[src/rtl/decode_branch.sv]
// Decode-stage branch resolution: IF/ID pipeline register, beq/bne/j target
// and redirect generation toward fetch, wrong-path squash and a redirect counter.
module decode_branch #(
  parameter int unsigned WIDTH     = 32,
  parameter logic [WIDTH-1:0] NOP_INSTR = '0,
  parameter int unsigned CNT_W     = 16
) (
  input  logic             clk,
  input  logic             reset,
  input  logic [WIDTH-1:0] instructionf,
  input  logic [WIDTH-1:0] pc_plus_4f,
  input  logic             stall_d,
  input  logic [WIDTH-1:0] rd1_d,
  input  logic [WIDTH-1:0] rd2_d,
  input  logic [WIDTH-1:0] alu_out_m,
  input  logic             forward_ad,
  input  logic             forward_bd,
  output logic [WIDTH-1:0] instr_d,
  output logic [WIDTH-1:0] pc_plus_4d,
  output logic             valid_d,
  output logic [4:0]       rs_d,
  output logic [4:0]       rt_d,
  output logic [4:0]       rd_d,
  output logic [WIDTH-1:0] pc_branch_d,
  output logic             pcsrc_d,
  output logic [CNT_W-1:0] taken_count
);

  typedef enum logic [5:0] {
    OP_J   = 6'b000010,
    OP_BEQ = 6'b000100,
    OP_BNE = 6'b000101
  } opcode_e;

  logic [5:0]       op;
  logic             is_beq, is_bne, is_j;
  logic [WIDTH-1:0] cmp_a, cmp_b;
  logic             eq;
  logic [WIDTH-1:0] imm_ext;
  logic [WIDTH-1:0] branch_target;
  logic [WIDTH-1:0] jump_target;
  logic             taken;

  always_ff @(posedge clk or posedge reset) begin
    if (reset) begin
      instr_d     <= NOP_INSTR;
      pc_plus_4d  <= '0;
      valid_d     <= 1'b0;
      taken_count <= '0;
    end else begin
      if (pcsrc_d)
        taken_count <= taken_count + CNT_W'(1);
      // pcsrc_d is already gated by stall_d, so flush never meets a held register
      if (!stall_d) begin
        pc_plus_4d <= pc_plus_4f;
        if (pcsrc_d) begin
          instr_d <= NOP_INSTR;
          valid_d <= 1'b0;
        end else begin
          instr_d <= instructionf;
          valid_d <= 1'b1;
        end
      end
    end
  end

  always_comb begin
    op     = instr_d[31:26];
    is_beq = (op == OP_BEQ);
    is_bne = (op == OP_BNE);
    is_j   = (op == OP_J);

    rs_d = instr_d[25:21];
    rt_d = instr_d[20:16];
    rd_d = instr_d[15:11];

    cmp_a = forward_ad ? alu_out_m : rd1_d;
    cmp_b = forward_bd ? alu_out_m : rd2_d;
    eq    = (cmp_a == cmp_b);

    imm_ext       = {{(WIDTH-16){instr_d[15]}}, instr_d[15:0]};
    branch_target = pc_plus_4d + (imm_ext << 2);
    jump_target   = {pc_plus_4d[WIDTH-1:WIDTH-4], instr_d[25:0], 2'b00};

    pc_branch_d = is_j ? jump_target : branch_target;
    taken       = (is_beq & eq) | (is_bne & ~eq) | is_j;
    pcsrc_d     = taken & valid_d & ~stall_d;
  end

endmodule

[config.mk]
export PLATFORM = sky130hd
export DESIGN_NAME = decode_branch
export DESIGN_NICKNAME = d
export VERILOG_FILES = /design/src/rtl/decode_branch.sv
export SDC_FILE = /design/constraint.sdc
export NUM_CORES = 1
export LEC_CHECK = 0
export CELL_PAD_IN_SITES_DETAIL_PLACEMENT = 1
export CELL_PAD_IN_SITES_GLOBAL_PLACEMENT = 1
export CORE_AREA = 4 4 145 147
export DETAILED_ROUTE_END_ITERATION = 7
export DIE_AREA = 0 0 149 151
export GPL_ROUTABILITY_DRIVEN = 1
export PLACE_DENSITY_LB_ADDON = 0.08
export REMOVE_ABC_BUFFERS = 1
export SETUP_SLACK_MARGIN = 0.3
export SLEW_MARGIN = 40
export SYNTH_ARGS = -nofsm -noshare
export SYNTH_HDL_FRONTEND = slang
export SYNTH_SLANG_ARGS = --single-unit
[constraint.sdc]
create_clock -name clk -period 5.4 [get_ports clk]
set_input_delay 1.35 -clock clk [delete_from_list [all_inputs] [get_ports clk]]
set_output_delay 1.35 -clock clk [all_outputs]
set_load 0.01 [all_outputs]
==> metrics.txt, run 1 <==
# TYPE chip_impl_metric gauge
chip_impl_metric{name="initialDrtViolationCount",unit=""} 159
chip_impl_metric{name="vdd.ir_drop.worst",unit="mV"} 0.138
chip_impl_metric{name="worst_path_largest_cell_delay",unit="ps"} 440
chip_impl_metric{name="top_level_ports",unit=""} 294
chip_impl_info{name="commonest_non_fill_non_tap_cell_in_the_layout",value="clkdlybuf4s50_1"} 1
chip_impl_metric{name="fin_setup_tns",unit="ps"} 0
chip_impl_info{name="min-delay-start",value="taken_count[5]"} 1
chip_impl_metric{name="nNetsFinal",unit=""} 1251
chip_impl_metric{name="async_s_r_ff_share_synth",unit="%"} 100
chip_impl_info{name="cts_root_buf",value="clkbuf_16"} 1
chip_impl_metric{name="detail_route.vias_per_cell",unit=""} 4.91
chip_impl_metric{name="proportion_of_layout_cells_with_a_drive_suffix_above_1",unit="%"} 13.9
chip_impl_metric{name="routedWlPerCell",unit="microns"} 18.4
chip_impl_metric{name="timing.final.setup_violations",unit=""} 0
chip_impl_info{name="status",value="finished, final reports clean"} 1
chip_impl_metric{name="final_critical_path_setup_slack",unit="ps"} 337
chip_impl_metric{name="r2r.worst_path.cells",unit=""} 8
chip_impl_metric{name="worstHoldPathCells",unit=""} 1
chip_impl_metric{name="worst_slew_margin_rel",unit="%"} 51.2
chip_impl_metric{name="synth-seq-cells",unit=""} 81
chip_impl_info{name="criticalPathCategory",value="input port to output port"} 1
chip_impl_metric{name="place_ws",unit="ps"} -361
chip_impl_metric{name="power.density",unit="mW/mm^2"} 261
chip_impl_metric{name="first_global_vias",unit=""} 6995
chip_impl_metric{name="globalplace.congestion",unit=""} 0.842
chip_impl_metric{name="drv_slew",unit=""} 0
chip_impl_metric{name="vias",unit=""} 6535
chip_impl_metric{name="p_leak",unit="nW"} 4.80
chip_impl_metric{name="grt_start_max_net_pins",unit=""} 58
chip_impl_metric{name="cts_made_buffers",unit=""} 9
chip_impl_metric{name="dp.final_hpwl",unit="microns"} 19600
chip_impl_metric{name="worstSkewPairLatency",unit="ps"} 340
chip_impl_metric{name="std_cell_rows",unit=""} 52
chip_impl_metric{name="routed_wirelength",unit="microns"} 24600
chip_impl_metric{name="synth_enable_flop_cells",unit=""} 0
chip_impl_metric{name="grt_total_ovfl",unit=""} 0
chip_impl_info{name="cp_slowest_cell",value="clkdlybuf4s50_1"} 1
chip_impl_metric{name="wire_length_of_the_first_global_routing_pass",unit="microns"} 37500
chip_impl_metric{name="cts.path.max_buffers",unit=""} 2
chip_impl_metric{name="min_period",unit="ps"} 5060
chip_impl_metric{name="synth_seq_area_share",unit="%"} 31.7
chip_impl_info{name="final_cell_mix",value="clkdlybuf4s50_1, nand2_1, dfrtp_1"} 1
chip_impl_info{name="dominantRegCellSynth",value="dfrtp_1"} 1
chip_impl_metric{name="postSynthAreaPerCell",unit="sq um"} 8.68
chip_impl_metric{name="tritoncts_num_sinks",unit=""} 81
chip_impl_info{name="regToRegStartpoint",value="instr_d[28]"} 1
chip_impl_metric{name="hold_violations",unit=""} 0
chip_impl_info{name="unrepaired_setup_endpoints_after_global_routing",value="true"} 1
chip_impl_metric{name="syn-cell-area",unit="sq mm"} 0.00639
chip_impl_info{name="setup.worst_path.end_class",value="output port"} 1
chip_impl_metric{name="clock.fmax",unit="GHz"} 0.198
chip_impl_metric{name="floorplan_die_height",unit="microns"} 151
chip_impl_metric{name="path_buf_inv",unit=""} 4
chip_impl_metric{name="layout-area-overhead-vs-synth",unit="%"} 63.4
chip_impl_metric{name="timing.critical_path.arrival",unit="ps"} 3710
chip_impl_metric{name="critical_path_peak_fanout",unit=""} 2
chip_impl_info{name="critical_path.cell_chain",value="clkdlybuf4s50_1 > xor2_1 > nor4_1 > nand4_1 > o21ai_1 > a41oi_2 > nor4_2 > buf_4 > o31ai_4 > or2_4 > inv_1 > buf_2"} 1
chip_impl_metric{name="grt_antenna_before_repair",unit=""} 2
chip_impl_metric{name="chipWidth",unit="microns"} 149
chip_impl_metric{name="max_slew.worst_pin.slew",unit="ps"} 732
chip_impl_info{name="worstHoldPathType",value="flop to flop"} 1
chip_impl_metric{name="postSynthCellCount",unit=""} 737
chip_impl_info{name="r2r_end",value="taken_count[7]"} 1
chip_impl_metric{name="reg2reg_setup_slack",unit="ps"} 3280
chip_impl_metric{name="dieArea",unit="sq mm"} 0.0225
chip_impl_metric{name="final.period_utilization",unit="%"} 93.8
chip_impl_metric{name="synth.yosys.warnings",unit=""} 0
chip_impl_metric{name="port_buffers",unit=""} 293
chip_impl_info{name="min_to",value="taken_count[5]"} 1
chip_impl_metric{name="h-tree-depth",unit=""} 3
chip_impl_metric{name="dr.pass1.iters",unit=""} 4
chip_impl_metric{name="start_util",unit="%"} 32.1
chip_impl_metric{name="final_worst_hold_slack",unit="ps"} 497
chip_impl_metric{name="cp.required",unit="ps"} 4050
chip_impl_metric{name="clock-skew-final",unit="ps"} 5.61
chip_impl_metric{name="ys_types",unit=""} 53
chip_impl_metric{name="total_grt_usage",unit="%"} 21.0
chip_impl_info{name="tritoncts",value="yes"} 1
chip_impl_metric{name="final_antenna_net_count",unit=""} 0
chip_impl_info{name="critPathTopFamily",value="simple AND/OR/NAND/NOR gates"} 1
chip_impl_info{name="worstSetupStartpointType",value="input port"} 1
chip_impl_metric{name="max_cap_viol_count",unit=""} 0
chip_impl_metric{name="drt_drc_violations_left",unit=""} 0
chip_impl_metric{name="fp.coreArea",unit="sq mm"} 0.0199
chip_impl_metric{name="finalCoreUtilization",unit="%"} 52.5
chip_impl_metric{name="cts.reportedPaths.clkPinSlew",unit="ps"} 70
## power by group
part | total, W | switching (W) | internal (W)
Clock | 0.000651 | 0.000283 | 0.000368
Combinational | 0.00133 | 0.000621 | 0.000706
Sequential | 0.000746 | 0.0000762 | 0.000670
## per-stage QoR
step	area, sq um	cells	power (W)
final	10500	1332	0.00272
after global routing	10500	1332	0.00290
after CTS	10200	1327	0.00274
after detailed placement	9820	1308	0.00206
after global placement	9820	1308	0.00204
after floorplan	6140	691	0.00135
## cell families (layout without fill, tap and decap cells)
family          count (synthesis)  after routing  synth area share (%)
other cells                     0              2                     0
simple gates                  240            240                  18.0
xor+xnor                      132            132                  18.1
buf+inv                        59            382                  4.77
fa+ha+maj                      31             31                  6.18
compound gates                153            153                  14.1
flops                          81             81                  31.7
mux                            41             41                  7.14
## layout make-up
type / instances / area (sq um)
clock buffers: 9 / 225
flip-flops and latches: 81 / 2030
multi-input cells: 597 / 4240
fillers: 2338 / 9460
clock inverters: 7 / 83.8
well taps: 270 / 338
diodes: 2 / 5.00
inverters: 13 / 53.8
repair buffers: 353 / 3480
## flip-flops by register name, summed over array words and instances (netlist names)
register,flops
instr_d,32
valid_d,1
taken_count,16
pc_plus_4d,32
## routing by layer
layer  vias to the layer above  GRT usage [%]  wire [microns]
met2                       177           37.2           12300
met4                         0           5.45             439
met3                        25           5.51            1620
li1                       3190              -               -
met5                         -              0               0
met1                      3143           25.3           10200
## worst max path at each step
stage | from | end | slack, ps | cells past startpoint
after floorplan | rd1_d[0] | pcsrc_d | -260 | 9
after global placement | forward_ad | pcsrc_d | -320 | 12
after detailed placement | rd2_d[20] | pcsrc_d | -360 | 13
after CTS | forward_ad | pcsrc_d | 190 | 13
after global routing | alu_out_m[23] | pcsrc_d | 220 | 12
final | alu_out_m[20] | pcsrc_d | 340 | 12
## cells in the mapped netlist, types with 5 or more instances
master    count  area [sq um]
inv_1        13          48.8
nor2_1       40           150
dfrtp_1      81          2030
xor2_1       79           692
o21ai_0      51           255
mux2i_1       7          70.1
buf_4        18           135
nor3_1       13          65.1
o21ai_1      13          65.1
nand4_1      19           119
a31oi_1       5          31.3
ha_1         30           375
and2_1        5          31.3
clkbuf_1     23          86.3
a21oi_1      41           205
a21o_1       18           135
nor4_1       16           100
nor2b_1       5          31.3
mux2_2       33           372
nand3_1       9          45.0
nand2_1     114           428
xnor2_1      53           464
## what timing repair did
item,CTS,global route
buffers inserted,3,2
resized for setup,21,65
pin swaps,7,28
gates cloned,0,1
hold buffers,0,0
endpoints found under the setup margin,11,9
## worst register-to-register path: stages (launching register included)
cell      delay [ps]
dfrtp_1          450
nor2b_1          190
nand2b_1         100
nor4_2            40
buf_4            150
o31ai_4          240
buf_4            520
nor3_1           150
xor2_1           160
Note: power is estimated with default switching activity, not from simulation.
==> run 2: changes to the inputs <==
--- a/config.mk
+++ b/config.mk
@@ -18,3 +18,4 @@
 export SYNTH_ARGS = -nofsm -noshare
 export SYNTH_HDL_FRONTEND = slang
 export SYNTH_SLANG_ARGS = --single-unit
+export TNS_END_PERCENT = 30
==> metrics.txt, run 2 (synthesis gave the netlist of run 1 again) <==
# TYPE chip_impl_metric gauge
chip_impl_info{name="status",value="finished, final reports clean"} 1
chip_impl_metric{name="path_buf_inv",unit=""} 4
chip_impl_metric{name="wire_length_of_the_first_global_routing_pass",unit="microns"} 37500
chip_impl_info{name="criticalPathCategory",value="input port to output port"} 1
chip_impl_metric{name="routedWlPerCell",unit="microns"} 18.5
chip_impl_info{name="top_regs",value="instr_d (32), pc_plus_4d (32), taken_count (16)"} 1
chip_impl_metric{name="min_period",unit="ps"} 5060
chip_impl_info{name="unrepaired_setup_endpoints_after_global_routing",value="true"} 1
chip_impl_metric{name="worstSkewPairLatency",unit="ps"} 340
chip_impl_metric{name="start_util",unit="%"} 32.1
chip_impl_metric{name="cts.reportedPaths.clkPinSlew",unit="ps"} 70
chip_impl_metric{name="r2r.worst_path.cells",unit=""} 8
chip_impl_info{name="r2r_end",value="taken_count[7]"} 1
chip_impl_metric{name="first_global_vias",unit=""} 6998
chip_impl_metric{name="worst_path_largest_cell_delay",unit="ps"} 450
chip_impl_metric{name="grt_antenna_before_repair",unit=""} 2
chip_impl_metric{name="final_worst_hold_slack",unit="ps"} 496
chip_impl_metric{name="drv_slew",unit=""} 0
chip_impl_metric{name="drt_drc_violations_left",unit=""} 0
chip_impl_metric{name="fp.coreArea",unit="sq mm"} 0.0199
chip_impl_metric{name="timing.critical_path.arrival",unit="ps"} 3710
chip_impl_metric{name="final_antenna_net_count",unit=""} 0
chip_impl_metric{name="chipWidth",unit="microns"} 149
chip_impl_metric{name="dp.final_hpwl",unit="microns"} 19600
chip_impl_metric{name="proportion_of_layout_cells_with_a_drive_suffix_above_1",unit="%"} 13.7
chip_impl_info{name="min_to",value="taken_count[7]"} 1
chip_impl_metric{name="reg2reg_setup_slack",unit="ps"} 3280
chip_impl_metric{name="max_slew.worst_pin.slew",unit="ps"} 734
chip_impl_info{name="setup.worst_path.end_class",value="output port"} 1
chip_impl_metric{name="dr.pass1.iters",unit=""} 4
chip_impl_metric{name="total_grt_usage",unit="%"} 21.0
chip_impl_metric{name="power.density",unit="mW/mm^2"} 261
chip_impl_metric{name="nNetsFinal",unit=""} 1251
chip_impl_metric{name="fillcell_total",unit=""} 2337
chip_impl_metric{name="max_cap_viol_count",unit=""} 0
chip_impl_metric{name="cp.required",unit="ps"} 4050
chip_impl_metric{name="critical_path_peak_fanout",unit=""} 2
chip_impl_info{name="worstSetupStartpointType",value="input port"} 1
chip_impl_metric{name="finalCoreUtilization",unit="%"} 52.4
chip_impl_info{name="min-delay-start",value="taken_count[7]"} 1
chip_impl_metric{name="grt_total_ovfl",unit=""} 0
chip_impl_metric{name="multiInputGateArea",unit="sq mm"} 0.00423
chip_impl_metric{name="placed_instances",unit=""} 1308
chip_impl_metric{name="dieArea",unit="sq mm"} 0.0225
chip_impl_info{name="worstHoldPathType",value="flop to flop"} 1
chip_impl_metric{name="vias",unit=""} 6537
chip_impl_metric{name="p_leak",unit="nW"} 4.79
chip_impl_metric{name="stdcell_count",unit=""} 1332
chip_impl_metric{name="std_cell_rows",unit=""} 52
chip_impl_metric{name="hold_violations",unit=""} 0
chip_impl_metric{name="floorplan_die_height",unit="microns"} 151
chip_impl_metric{name="timing.final.setup_violations",unit=""} 0
chip_impl_metric{name="grt_start_max_net_pins",unit=""} 58
chip_impl_metric{name="sequential_cell_area",unit="sq mm"} 0.00203
chip_impl_metric{name="top_level_ports",unit=""} 294
chip_impl_info{name="cp_slowest_cell",value="clkdlybuf4s50_1"} 1
chip_impl_metric{name="clock.fmax",unit="GHz"} 0.198
chip_impl_metric{name="h-tree-depth",unit=""} 3
chip_impl_metric{name="worst_slew_margin_rel",unit="%"} 51.1
chip_impl_metric{name="worstHoldPathCells",unit=""} 1
chip_impl_metric{name="final.period_utilization",unit="%"} 93.7
chip_impl_info{name="commonest_non_fill_non_tap_cell_in_the_layout",value="clkdlybuf4s50_1"} 1
chip_impl_info{name="critical_path.cell_chain",value="clkdlybuf4s50_1 > xor2_1 > nor4_1 > nand4_1 > o21ai_1 > a41oi_2 > nor4_2 > buf_4 > o31ai_4 > or2_4 > inv_1 > buf_2"} 1
chip_impl_metric{name="vdd.ir_drop.worst",unit="mV"} 0.138
chip_impl_info{name="final_cell_mix",value="clkdlybuf4s50_1, nand2_1, dfrtp_1"} 1
chip_impl_metric{name="initialDrtViolationCount",unit=""} 154
chip_impl_info{name="tritoncts",value="yes"} 1
chip_impl_info{name="cts_root_buf",value="clkbuf_16"} 1
chip_impl_metric{name="cts.path.max_buffers",unit=""} 2
chip_impl_info{name="critPathTopFamily",value="simple AND/OR/NAND/NOR gates"} 1
chip_impl_metric{name="clock-skew-final",unit="ps"} 6.26
chip_impl_metric{name="post-layout-total-power",unit="W"} 0.00272
chip_impl_metric{name="port_buffers",unit=""} 293
chip_impl_metric{name="cts_made_buffers",unit=""} 9
chip_impl_info{name="regToRegStartpoint",value="instr_d[28]"} 1
chip_impl_metric{name="detail_route.vias_per_cell",unit=""} 4.91
chip_impl_metric{name="layout-area-overhead-vs-synth",unit="%"} 63.3
chip_impl_metric{name="routed_wirelength",unit="microns"} 24600
chip_impl_metric{name="cts_hold_buf",unit=""} 0
chip_impl_metric{name="globalplace.congestion",unit=""} 0.842
chip_impl_metric{name="tritoncts_num_sinks",unit=""} 81
## run 2: changes by cell type in the layout (fill, tap and decap cells not counted), sizes merged
cell,previous run,this run
clkdlybuf4s50,247,249
dlymetal6s2s,41,39
## run 2: area by class of cell
| class | instances | share of cell area, % |
|---|---|---|
| Sequential cell | 81 | 19.4 |
| Clock buffer | 9 | 2.16 |
| Inverter | 13 | 0.515 |
| Timing Repair Buffer | 353 | 33.3 |
| Clock inverter | 7 | 0.803 |
| Tap cell | 270 | 3.24 |
| Antenna cell | 2 | 0.0479 |
| Multi-Input combinational cell | 597 | 40.5 |
## run 2: per-layer routing
metal	global-route usage (%)	vias up	wire [microns]
li1	-	3190	-
met1	25.3	3146	10200
met2	37.1	175	12400
met3	5.51	26	1600
met4	5.45	0	448
met5	0	-	0
## run 2: power breakdown
group / internal (W) / switching, W / leakage (nW)
Combinational: 0.000705 / 0.000620 / 3.65
Clock: 0.000368 / 0.000283 / 0.149
Sequential: 0.000670 / 0.0000761 / 0.986
Total: 0.00174 / 0.000980 / 4.79
## run 2: metrics by stage
step,cell area (sq um),TNS [ps],setup WS (ps)
floorplan,6140,-258,-258
global placement,9820,-324,-324
detailed placement,9820,-361,-361
CTS,10200,0,189
global route,10400,0,224
finish,10400,0,338
## run 2: how the worst max path moves through the flow
stage,from,to,depth (start not counted)
finish,rd2_d[1],pcsrc_d,12
detailed placement,rd2_d[20],pcsrc_d,13
CTS,forward_ad,pcsrc_d,13
floorplan,rd1_d[0],pcsrc_d,9
global route,alu_out_m[23],pcsrc_d,12
global placement,forward_ad,pcsrc_d,12
## run 2: timing repair
action,4_1_cts,5_1_grt
gates resized for setup,19,62
endpoints found under the setup margin,11,11
pin swaps,7,29
gates cloned,0,1
setup buffers,3,2
